<file path="src/rtl/mc_cpu_core_if.sv">
// Instruction-memory fetch port and external ALU port of the multi-cycle core.
// The core side is the master; memory and ALU sit on the slave side.
interface mc_cpu_core_if #(
    parameter int DATA_W = 16,
    parameter int ADDR_W = 8
);
    logic [ADDR_W-1:0] imem_addr;
    logic              imem_req;
    logic              imem_ack;
    logic [23:0]       imem_data;
    logic [DATA_W-1:0] alu_a;
    logic [DATA_W-1:0] alu_b;
    logic [3:0]        alu_op;
    logic [DATA_W-1:0] alu_f;
    logic              alu_c;
    logic              alu_z;
    logic              alu_n;
    logic              alu_ov;

    modport master (
        output imem_addr, imem_req, alu_a, alu_b, alu_op,
        input  imem_ack, imem_data, alu_f, alu_c, alu_z, alu_n, alu_ov
    );

    modport slave (
        input  imem_addr, imem_req, alu_a, alu_b, alu_op,
        output imem_ack, imem_data, alu_f, alu_c, alu_z, alu_n, alu_ov
    );
endinterface

</file>
<file path="src/rtl/mc_cpu_core.sv">
// Multi-cycle CPU core: FETCH -> DECODE -> EXEC -> WB over a req/ack instruction port,
// driving an external combinational ALU; supports load-immediate and halt.
module mc_cpu_core #(
    parameter int DATA_W      = 16,
    parameter int ADDR_W      = 8,
    parameter int REG_N       = 4,
    parameter int INSTR_BYTES = 3
) (
    input  logic              clk,
    input  logic              clr,
    mc_cpu_core_if.master     bus,
    output logic [DATA_W-1:0] result,
    output logic              c,
    output logic              z,
    output logic              n,
    output logic              ov,
    output logic              halted
);
    localparam int       IDX_W    = $clog2(REG_N);
    localparam logic [3:0] OP_LOADI = 4'd14;
    localparam logic [3:0] OP_HALT  = 4'd15;

    typedef enum logic [2:0] {
        S_FETCH,
        S_DECODE,
        S_EXEC,
        S_WB,
        S_HALT
    } state_t;

    state_t            state;
    logic [ADDR_W-1:0] pc;
    logic              req;
    logic [3:0]        op;
    logic [IDX_W-1:0]  rd;
    logic [IDX_W-1:0]  rs;
    logic [11:0]       imm;
    logic [DATA_W-1:0] regs [REG_N];
    logic [DATA_W-1:0] alu_a;
    logic [DATA_W-1:0] alu_b;
    logic [3:0]        alu_op;
    logic [DATA_W-1:0] tmp;
    logic              tmp_c;
    logic              tmp_z;
    logic              tmp_n;
    logic              tmp_ov;

    assign bus.imem_addr = pc;
    assign bus.imem_req  = req;
    assign bus.alu_a     = alu_a;
    assign bus.alu_b     = alu_b;
    assign bus.alu_op    = alu_op;

    always_ff @(posedge clk or posedge clr) begin
        if (clr) begin
            state  <= S_FETCH;
            pc     <= '0;
            req    <= 1'b0;
            op     <= '0;
            rd     <= '0;
            rs     <= '0;
            imm    <= '0;
            alu_a  <= '0;
            alu_b  <= '0;
            alu_op <= '0;
            tmp    <= '0;
            tmp_c  <= 1'b0;
            tmp_z  <= 1'b0;
            tmp_n  <= 1'b0;
            tmp_ov <= 1'b0;
            result <= '0;
            c      <= 1'b0;
            z      <= 1'b0;
            n      <= 1'b0;
            ov     <= 1'b0;
            halted <= 1'b0;
            // NOTE: the register file is small and must read as zero after clr, so it is
            // reset as flops here rather than inferred as an unreset RAM.
            for (int i = 0; i < REG_N; i++) begin
                regs[i] <= '0;
            end
        end else begin
            case (state)
                S_FETCH: begin
                    // req rises one cycle after entering FETCH from reset, so a stale ack is ignored
                    if (!req) begin
                        req <= 1'b1;
                    end else if (bus.imem_ack) begin
                        op    <= bus.imem_data[23:20];
                        rd    <= bus.imem_data[16 +: IDX_W];
                        rs    <= bus.imem_data[12 +: IDX_W];
                        imm   <= bus.imem_data[11:0];
                        req   <= 1'b0;
                        state <= S_DECODE;
                    end
                end
                S_DECODE: begin
                    alu_a  <= regs[rd];
                    alu_b  <= regs[rs];
                    alu_op <= op;
                    state  <= S_EXEC;
                end
                S_EXEC: begin
                    if (op == OP_HALT) begin
                        halted <= 1'b1;
                        state  <= S_HALT;
                    end else begin
                        if (op == OP_LOADI) begin
                            tmp <= DATA_W'($signed(imm));
                        end else begin
                            tmp    <= bus.alu_f;
                            tmp_c  <= bus.alu_c;
                            tmp_z  <= bus.alu_z;
                            tmp_n  <= bus.alu_n;
                            tmp_ov <= bus.alu_ov;
                        end
                        state <= S_WB;
                    end
                end
                S_WB: begin
                    regs[rd] <= tmp;
                    result   <= tmp;
                    if (op != OP_LOADI) begin
                        c  <= tmp_c;
                        z  <= tmp_z;
                        n  <= tmp_n;
                        ov <= tmp_ov;
                    end
                    pc    <= pc + ADDR_W'(INSTR_BYTES);
                    req   <= 1'b1;
                    state <= S_FETCH;
                end
                S_HALT: begin
                    state <= S_HALT;
                end
                default: begin
                    state <= S_FETCH;
                end
            endcase
        end
    end
endmodule

</file>
<file path="src/flat_wrapper.sv">
// flat-port wrapper written by rule: the top's interface ports become plain ports
module mc_cpu_core_flat 
#(
    parameter int DATA_W      = 16,
    parameter int ADDR_W      = 8,
    parameter int REG_N       = 4,
    parameter int INSTR_BYTES = 3
)
  (clk, clr, result, c, z, n, ov, halted, bus_imem_addr, bus_imem_req, bus_alu_a, bus_alu_b, bus_alu_op, bus_imem_ack, bus_imem_data, bus_alu_f, bus_alu_c, bus_alu_z, bus_alu_n, bus_alu_ov);
  mc_cpu_core_if #(.DATA_W(DATA_W), .ADDR_W(ADDR_W)) bus_i ();
  input  logic clk;
  input  logic clr;
  output logic [DATA_W-1:0] result;
  output logic c;
  output logic z;
  output logic n;
  output logic ov;
  output logic halted;
  output wire logic [$bits(bus_i.imem_addr)-1:0] bus_imem_addr;
  output wire logic [$bits(bus_i.imem_req)-1:0] bus_imem_req;
  output wire logic [$bits(bus_i.alu_a)-1:0] bus_alu_a;
  output wire logic [$bits(bus_i.alu_b)-1:0] bus_alu_b;
  output wire logic [$bits(bus_i.alu_op)-1:0] bus_alu_op;
  input wire logic [$bits(bus_i.imem_ack)-1:0] bus_imem_ack;
  input wire logic [$bits(bus_i.imem_data)-1:0] bus_imem_data;
  input wire logic [$bits(bus_i.alu_f)-1:0] bus_alu_f;
  input wire logic [$bits(bus_i.alu_c)-1:0] bus_alu_c;
  input wire logic [$bits(bus_i.alu_z)-1:0] bus_alu_z;
  input wire logic [$bits(bus_i.alu_n)-1:0] bus_alu_n;
  input wire logic [$bits(bus_i.alu_ov)-1:0] bus_alu_ov;
  assign bus_imem_addr = bus_i.imem_addr;
  assign bus_imem_req = bus_i.imem_req;
  assign bus_alu_a = bus_i.alu_a;
  assign bus_alu_b = bus_i.alu_b;
  assign bus_alu_op = bus_i.alu_op;
  assign bus_i.imem_ack = bus_imem_ack;
  assign bus_i.imem_data = bus_imem_data;
  assign bus_i.alu_f = bus_alu_f;
  assign bus_i.alu_c = bus_alu_c;
  assign bus_i.alu_z = bus_alu_z;
  assign bus_i.alu_n = bus_alu_n;
  assign bus_i.alu_ov = bus_alu_ov;
  mc_cpu_core #(.DATA_W(DATA_W), .ADDR_W(ADDR_W), .REG_N(REG_N), .INSTR_BYTES(INSTR_BYTES)) u_core (.clk(clk), .clr(clr), .bus(bus_i), .result(result), .c(c), .z(z), .n(n), .ov(ov), .halted(halted));
endmodule
</file>
<file path="config.mk">
export PLATFORM = sky130hd
export DESIGN_NAME = mc_cpu_core_flat
export DESIGN_NICKNAME = d
export VERILOG_FILES = /design/src/rtl/mc_cpu_core_if.sv /design/src/rtl/mc_cpu_core.sv /design/src/flat_wrapper.sv
export SDC_FILE = /design/constraint.sdc
export NUM_CORES = 1
export LEC_CHECK = 0
export CORE_MARGIN = 2
export CORE_UTILIZATION = 30
export DETAILED_ROUTE_END_ITERATION = 6
export GPL_ROUTABILITY_DRIVEN = 0
export SYNTH_ARGS = -nofsm -noshare
export SYNTH_HDL_FRONTEND = slang
export SYNTH_SLANG_ARGS = --single-unit
</file>
<file path="constraint.sdc">
create_clock -name clk -period 9.4 [get_ports clk]
set_input_delay 2.82 -clock clk [delete_from_list [all_inputs] [get_ports clk]]
set_output_delay 2.82 -clock clk [all_outputs]
set_load 0.03 [all_outputs]
</file>
Word-level counts from Yosys, hierarchy flattened
Index checks and enable logic that the tools add are counted.
- logic and storage cells: 68
- output and inout port bits: 66
- register bits: 173
- add/sub/neg operators: 1
- equality and inequality tests: 9
- magnitude comparators: 3
- bitwise gates (word level): 4
- reduce and logical (&&, ||, !) cells: 9
- muxes and demuxes: 17
- operator list (cell ; number):
    $mux W16 ; 6
    $bmux W16 S2 ; 2
    $bwmux W64 ; 1
    $demux W16 S2 ; 1
    $pmux W3 S4 ; 1
    $mux W3 ; 3
    $add A8 B2 Y8 const B ; 1
    $eq A4 B4 Y1 const B ; 2
    $reduce_and A2 Y1 ; 4
    $eq A3 B2 Y1 const B ; 2
    $ge A3 B3 Y1 const B ; 2
    $not A2 Y3 ; 2
    $reduce_and A3 Y1 ; 2
    $ne A4 B4 Y1 const B ; 1
    $eq A3 B1 Y1 const B ; 1
    $eq A3 B3 Y1 const B ; 1
    $logic_not A3 Y1 ; 1
    $lt A3 B1 Y1 const B ; 1
    $mux W1 ; 2
    $ne A2 B1 Y1 const B ; 1
    $ne A2 B2 Y1 const B ; 1
    $not A1 Y1 ; 2
    $pmux W1 S2 ; 1
    $reduce_bool A2 Y1 ; 1
    $logic_and A1 B1 Y1 ; 1

Longest topological paths before layout
- word-level depth: 6
- gate-level depth with buffers: 6
- mapped depth without buffers: 4

Least setup slack after synthesis
No wires, ideal clock.
- path type: input to register
- start: in bus_imem_ack
- end: reg u_core.imm[10]
- arrival time: 3.524 ns
- data required time: 9.275 ns
- setup slack: 5.751 ns
- stages on the path: 4
- cell sequence: nand2_1 > nor3_2 > buf_4 > mux2_2
- word-level cells in the longest chain between the ends: 1
- ends and longest elaborated chain (item ; line ; source):
    from (decl) ; flat_wrapper.sv:24 ; input wire logic [$bits(bus_i.imem_ack)-1:0] bus_imem_ack;
    $reduce_and A3 Y1 (no line) ; -- ;
    to (signal assigned) ; mc_cpu_core.sv:92 ; imm <= bus.imem_data[11:0];
    to (decl) ; mc_cpu_core.sv:37 ; logic [11:0] imm;
No other way between the ends.
A chain may end at the register's enable or synchronous reset.

==> impl_summary.log <==
[metrics] Port Buf Inserts: 108
[metrics] area share of the leading cell type in the synthesized netlist: 56.33%
[metrics] count of instances resized after the clock tree is built: 0
[metrics] routed wire length: 17.46 mm
[metrics] count of nets after finishing: 645
[metrics] Cell Chain, Critical Path: clkdlybuf4s50_1 -> inv_6 -> buf_4
[metrics] Critical Path Source: clr
[metrics] crit path max-delay cell type: sky130_fd_sc_hd__buf_4
[metrics] H-Tree Depth: 4
[metrics] cell count along the critical path: 3
[metrics] worst vdd ir: approximately 0.00018 V
[metrics] GRT Total Usage: 13.84%
[metrics] post-route antenna net violation count: 0
[metrics] post-synth top area cell: sky130_fd_sc_hd__dfrtp_1
[metrics] Async SR Flop Fraction: 100.0%
[metrics] Synth Area in Adders: 0.1628%
[metrics] fin worst setup slack: ~4.8 ns
[metrics] placement-stage worst setup slack: 4.296 ns
[metrics] area delta synth->final: 25.17%
[metrics] combinational power share: a little over two fifths
[metrics] Inst Count DP: 908
[metrics] mean area per synthesized cell: 15.62 um2
[metrics] via total after detailed routing: 4440
[metrics] routed len/inst: 18.57 um
[metrics] end point of the critical path: u_core.ov$_DFFE_PP0P_
[metrics] net switching power of the design: 1360 uW
[metrics] total of flip-flops plus latches after synthesis: 173
[metrics] Reg-to-Reg End: u_core.regs[44]$_DFFE_PP0P_
[metrics] pin count of the biggest net entering global routing: 92
[metrics] launching element type of the critical path: input pin
[metrics] final-layout setup total negative slack: 0 ns
[metrics] floorplan core area: 25180 um2
[metrics] die span in x: 164.1 um
[metrics] worst endpoint required time: 9.78 ns
[metrics] Initial Utilization: 30.52%
[metrics] leakage component of the power: ~0.0041 uW
[metrics] post-synth design cell area: 7685 um2
[metrics] Avg Vias per Cell: 4.723
[metrics] Slew headroom: 25.10%
[metrics] r2r setup slk: 6.92 ns
[metrics] Seq/Total Area, Yosys: 56.33%
[metrics] Reg power frac: between 30% and 40%
[metrics] total grt overflow: 0
[metrics] power density of the placed cells: 391.4 nW/um2
[metrics] number of buffers created by CTS: 17
[metrics] number of iterations in the first detailed-routing pass: 4
[metrics] Finish-stage setup viols: 0
[metrics] top achievable clock speed: 218.5 MHz
[metrics] Longest Clk Path Bufs: 2
[metrics] maximum fanout encountered on the critical timing path: slightly above 90
[metrics] setup repair after global routing missed its margin: no
[metrics] status: completed
[metrics] classification of the worst setup path: input pin to asynchronous set/reset pin
[metrics] most instantiated flip-flop cell in the synthesis netlist: sky130_fd_sc_hd__dfrtp_1
[metrics] number of buffers added to fix hold violations after cts: 0
[metrics] buffer type at the clock tree root: sky130_fd_sc_hd__clkbuf_16
[metrics] count of maximum capacitance violations: 0
[metrics] beginning of the worst register-to-register path: u_core.state[0]$_DFFE_PP0P_
[metrics] EDFF count, synth: 0
[metrics] cell count after synthesis: 492
[metrics] top-level port count: 113
[metrics] dominant cells by area after synthesis: sky130_fd_sc_hd__dfrtp_1 56%, sky130_fd_sc_hd__mux2_2 22%, sky130_fd_sc_hd__mux4_2 9.4%
[metrics] minimum clock period: between 4 and 5 ns
[metrics] cell count of the worst reg-to-reg path: 3
[metrics] area share of and/or/nand/nor cells after synthesis: under 10%
[metrics] post-synthesis cell type count: 40
[metrics] final cell count without fillers: 940
[metrics] Sink Count: 173
[metrics] Ant. Diodes: 0
[metrics] die outline area: between 20000 and 30000 um2
[metrics] compound-cell area share of the yosys netlist: 0.7652%
[metrics] clock transition at the registers of the reported paths: 0.06 ns
[metrics] final hold violation count: 0
[metrics] slowest stage delay, CP: 0.92 ns
[metrics] Yosys Warn Count: 0
[metrics] fraction of final layout cells with drive strength greater than 1: between 30% and 40%
[metrics] Synthesized Nets: 540
[metrics] global-route wire length before repair: 28.18 mm
[metrics] type of the most critical hold path: flip-flop to flip-flop
[metrics] Iteration-0 DRC Markers: 157
[metrics] library cell with the highest instance count after synthesis: sky130_fd_sc_hd__dfrtp_1
[metrics] clock skew after layout: 0.007062 ns
[metrics] drt drc: 0
[metrics] clock tree from TritonCTS: built
[metrics] number of global-route vias before repair: 4993
[metrics] commonest cells in the synthesized netlist: 173 x sky130_fd_sc_hd__dfrtp_1, 149 x sky130_fd_sc_hd__mux2_2, 55 x sky130_fd_sc_hd__nand2_1
[metrics] post-placement cell area: 9027 um2
[metrics] XOR/XNOR share of the synthesized area: 0.7978%
[metrics] cell internal pwr: 2404 uW
[metrics] kind of end point of the critical path: asynchronous set/reset pin
[metrics] largest family of logic cells by synthesized area: multiplexers
[metrics] Largest delay share family, worst path: buffers and inverters
[metrics] share of total power in the clock network: 18.7%
[metrics] arrival time worst endpoint: about 5.0 ns
[metrics] overall power of the completed layout: 3765 uW
[metrics] Buffers & Inverters on Critical Path: 3
[metrics] post-route cell area: 9619 um2
[metrics] max-slew violation total from the final report: 0
[metrics] number of antenna violations at the first check in global routing: 0
[metrics] fraction of power spent switching nets: between 30% and 40%
[metrics] Final HPWL DP: 11.82 mm
[metrics] final cycle utilization of the critical path: 48.69%
[metrics] post-synthesis mux area share: 33.31%
[metrics] number of buffers inserted to repair setup after CTS: 0
[metrics] number of placement rows: 58
[metrics] later-pin clock latency in the skew report: 0.42 ns
[metrics] measured slew at the worst slew-check pin: 1.120 ns
[metrics] y dimension of the die: roughly 160 um
[per-stage QoR]
stage               utilization (%)  hold slack, ns
detailed placement            35.85          0.4536
floorplan                         -          0.4749
global placement              35.85          0.4516
global route                  38.20          0.5035
finish                        38.20          0.4691
CTS                           38.20          0.4802
[flip-flops by register name (all words and copies together) (netlist names)]
signal	flops
u_core.bus.alu_a	16
u_core.bus.alu_b	16
u_core.bus.alu_op	4
u_core.bus.imem_addr	8
u_core.bus.imem_req	1
u_core.c	1
u_core.halted	1
u_core.imm	12
u_core.n	1
u_core.op	4
u_core.ov	1
u_core.rd	2
u_core.regs	64
u_core.result	16
u_core.rs	2
u_core.state	3
u_core.tmp	16
u_core.tmp_c	1
u_core.tmp_n	1
u_core.tmp_ov	1
u_core.tmp_z	1
u_core.z	1
[how the worst min path moves through the flow]
stage / endpoint / start / cells past startpoint
after floorplan: u_core.c$_DFFE_PP0P_ / u_core.tmp_c$_DFFE_PP0P_ / 1
after global placement: u_core.halted$_DFFE_PP0P_ / u_core.halted$_DFFE_PP0P_ / 1
after detailed placement: u_core.halted$_DFFE_PP0P_ / u_core.halted$_DFFE_PP0P_ / 1
after CTS: u_core.halted$_DFFE_PP0P_ / u_core.halted$_DFFE_PP0P_ / 1
after global routing: u_core.result[10]$_DFFE_PP0P_ / u_core.result[10]$_DFFE_PP0P_ / 2
final: u_core.bus.imem_addr[7]$_DFFE_PP0P_ / u_core.bus.imem_addr[7]$_DFFE_PP0P_ / 1
[final cells by class]
cell class / count / area (um2)
Fill cell: 2388 / 15560
Clock inverter: 12 / 135.1
Tap cell: 330 / 412.9
Clock buffer: 20 / 456.7
Multi-Input combinational cell: 288 / 3151
Timing Repair Buffer: 112 / 1111
Sequential cell: 173 / 4329
Inverter: 5 / 23.77
[power by group through the flow]
| stage | registers (uW) | clock network (uW) | logic [uW] |
|---|---|---|---|
| after global routing | 1510 | 751 | 1730 |
| final | 1450 | 704 | 1610 |
| after CTS | 1460 | 724 | 1650 |
| after global placement | 1430 | 0 | 1600 |
| after detailed placement | 1470 | 0 | 1640 |
| after floorplan | 1580 | 0 | 984 |
[layer usage]
metal	vias to the layer above	global-route usage, %	routed length (um)
met5	-	0	0
met4	0	4.545	271
met3	20	3.662	689
met2	87	23.74	8876
met1	2341	16.97	7622
li1	1992	-	-
[cells in the final DEF, fill, tap and decap left out, types with 2 or more instances in the layout]
master and count:
sky130_fd_sc_hd__mux2_4 10, sky130_fd_sc_hd__a21oi_1 3, sky130_fd_sc_hd__inv_6 4, sky130_fd_sc_hd__dfrtp_1 173
sky130_fd_sc_hd__inv_1 4, sky130_fd_sc_hd__bufinv_16 2, sky130_fd_sc_hd__o21ai_0 2, sky130_fd_sc_hd__nor3_1 4
sky130_fd_sc_hd__clkbuf_16 17, sky130_fd_sc_hd__buf_4 4, sky130_fd_sc_hd__clkbuf_8 2, sky130_fd_sc_hd__mux2_2 149
sky130_fd_sc_hd__nand4_1 2, sky130_fd_sc_hd__nand2_1 55, sky130_fd_sc_hd__nor2_1 2, sky130_fd_sc_hd__nor3_4 2
sky130_fd_sc_hd__clkinvlp_4 4, sky130_fd_sc_hd__mux4_2 32, sky130_fd_sc_hd__xor2_1 6, sky130_fd_sc_hd__o22a_1 2
sky130_fd_sc_hd__clkinv_2 2, sky130_fd_sc_hd__clkdlybuf4s50_1 108
[logic make-up after synthesis]
kind of cell	after synthesis
AO/OA/AOI/OAI	9
XOR/XNOR	7
adder cells (fa/ha/maj)	1
buffers and inverters	31
flip-flops	173
multiplexers	192
AND/OR/NAND/NOR	79
Power figures use the tool's default switching activity.
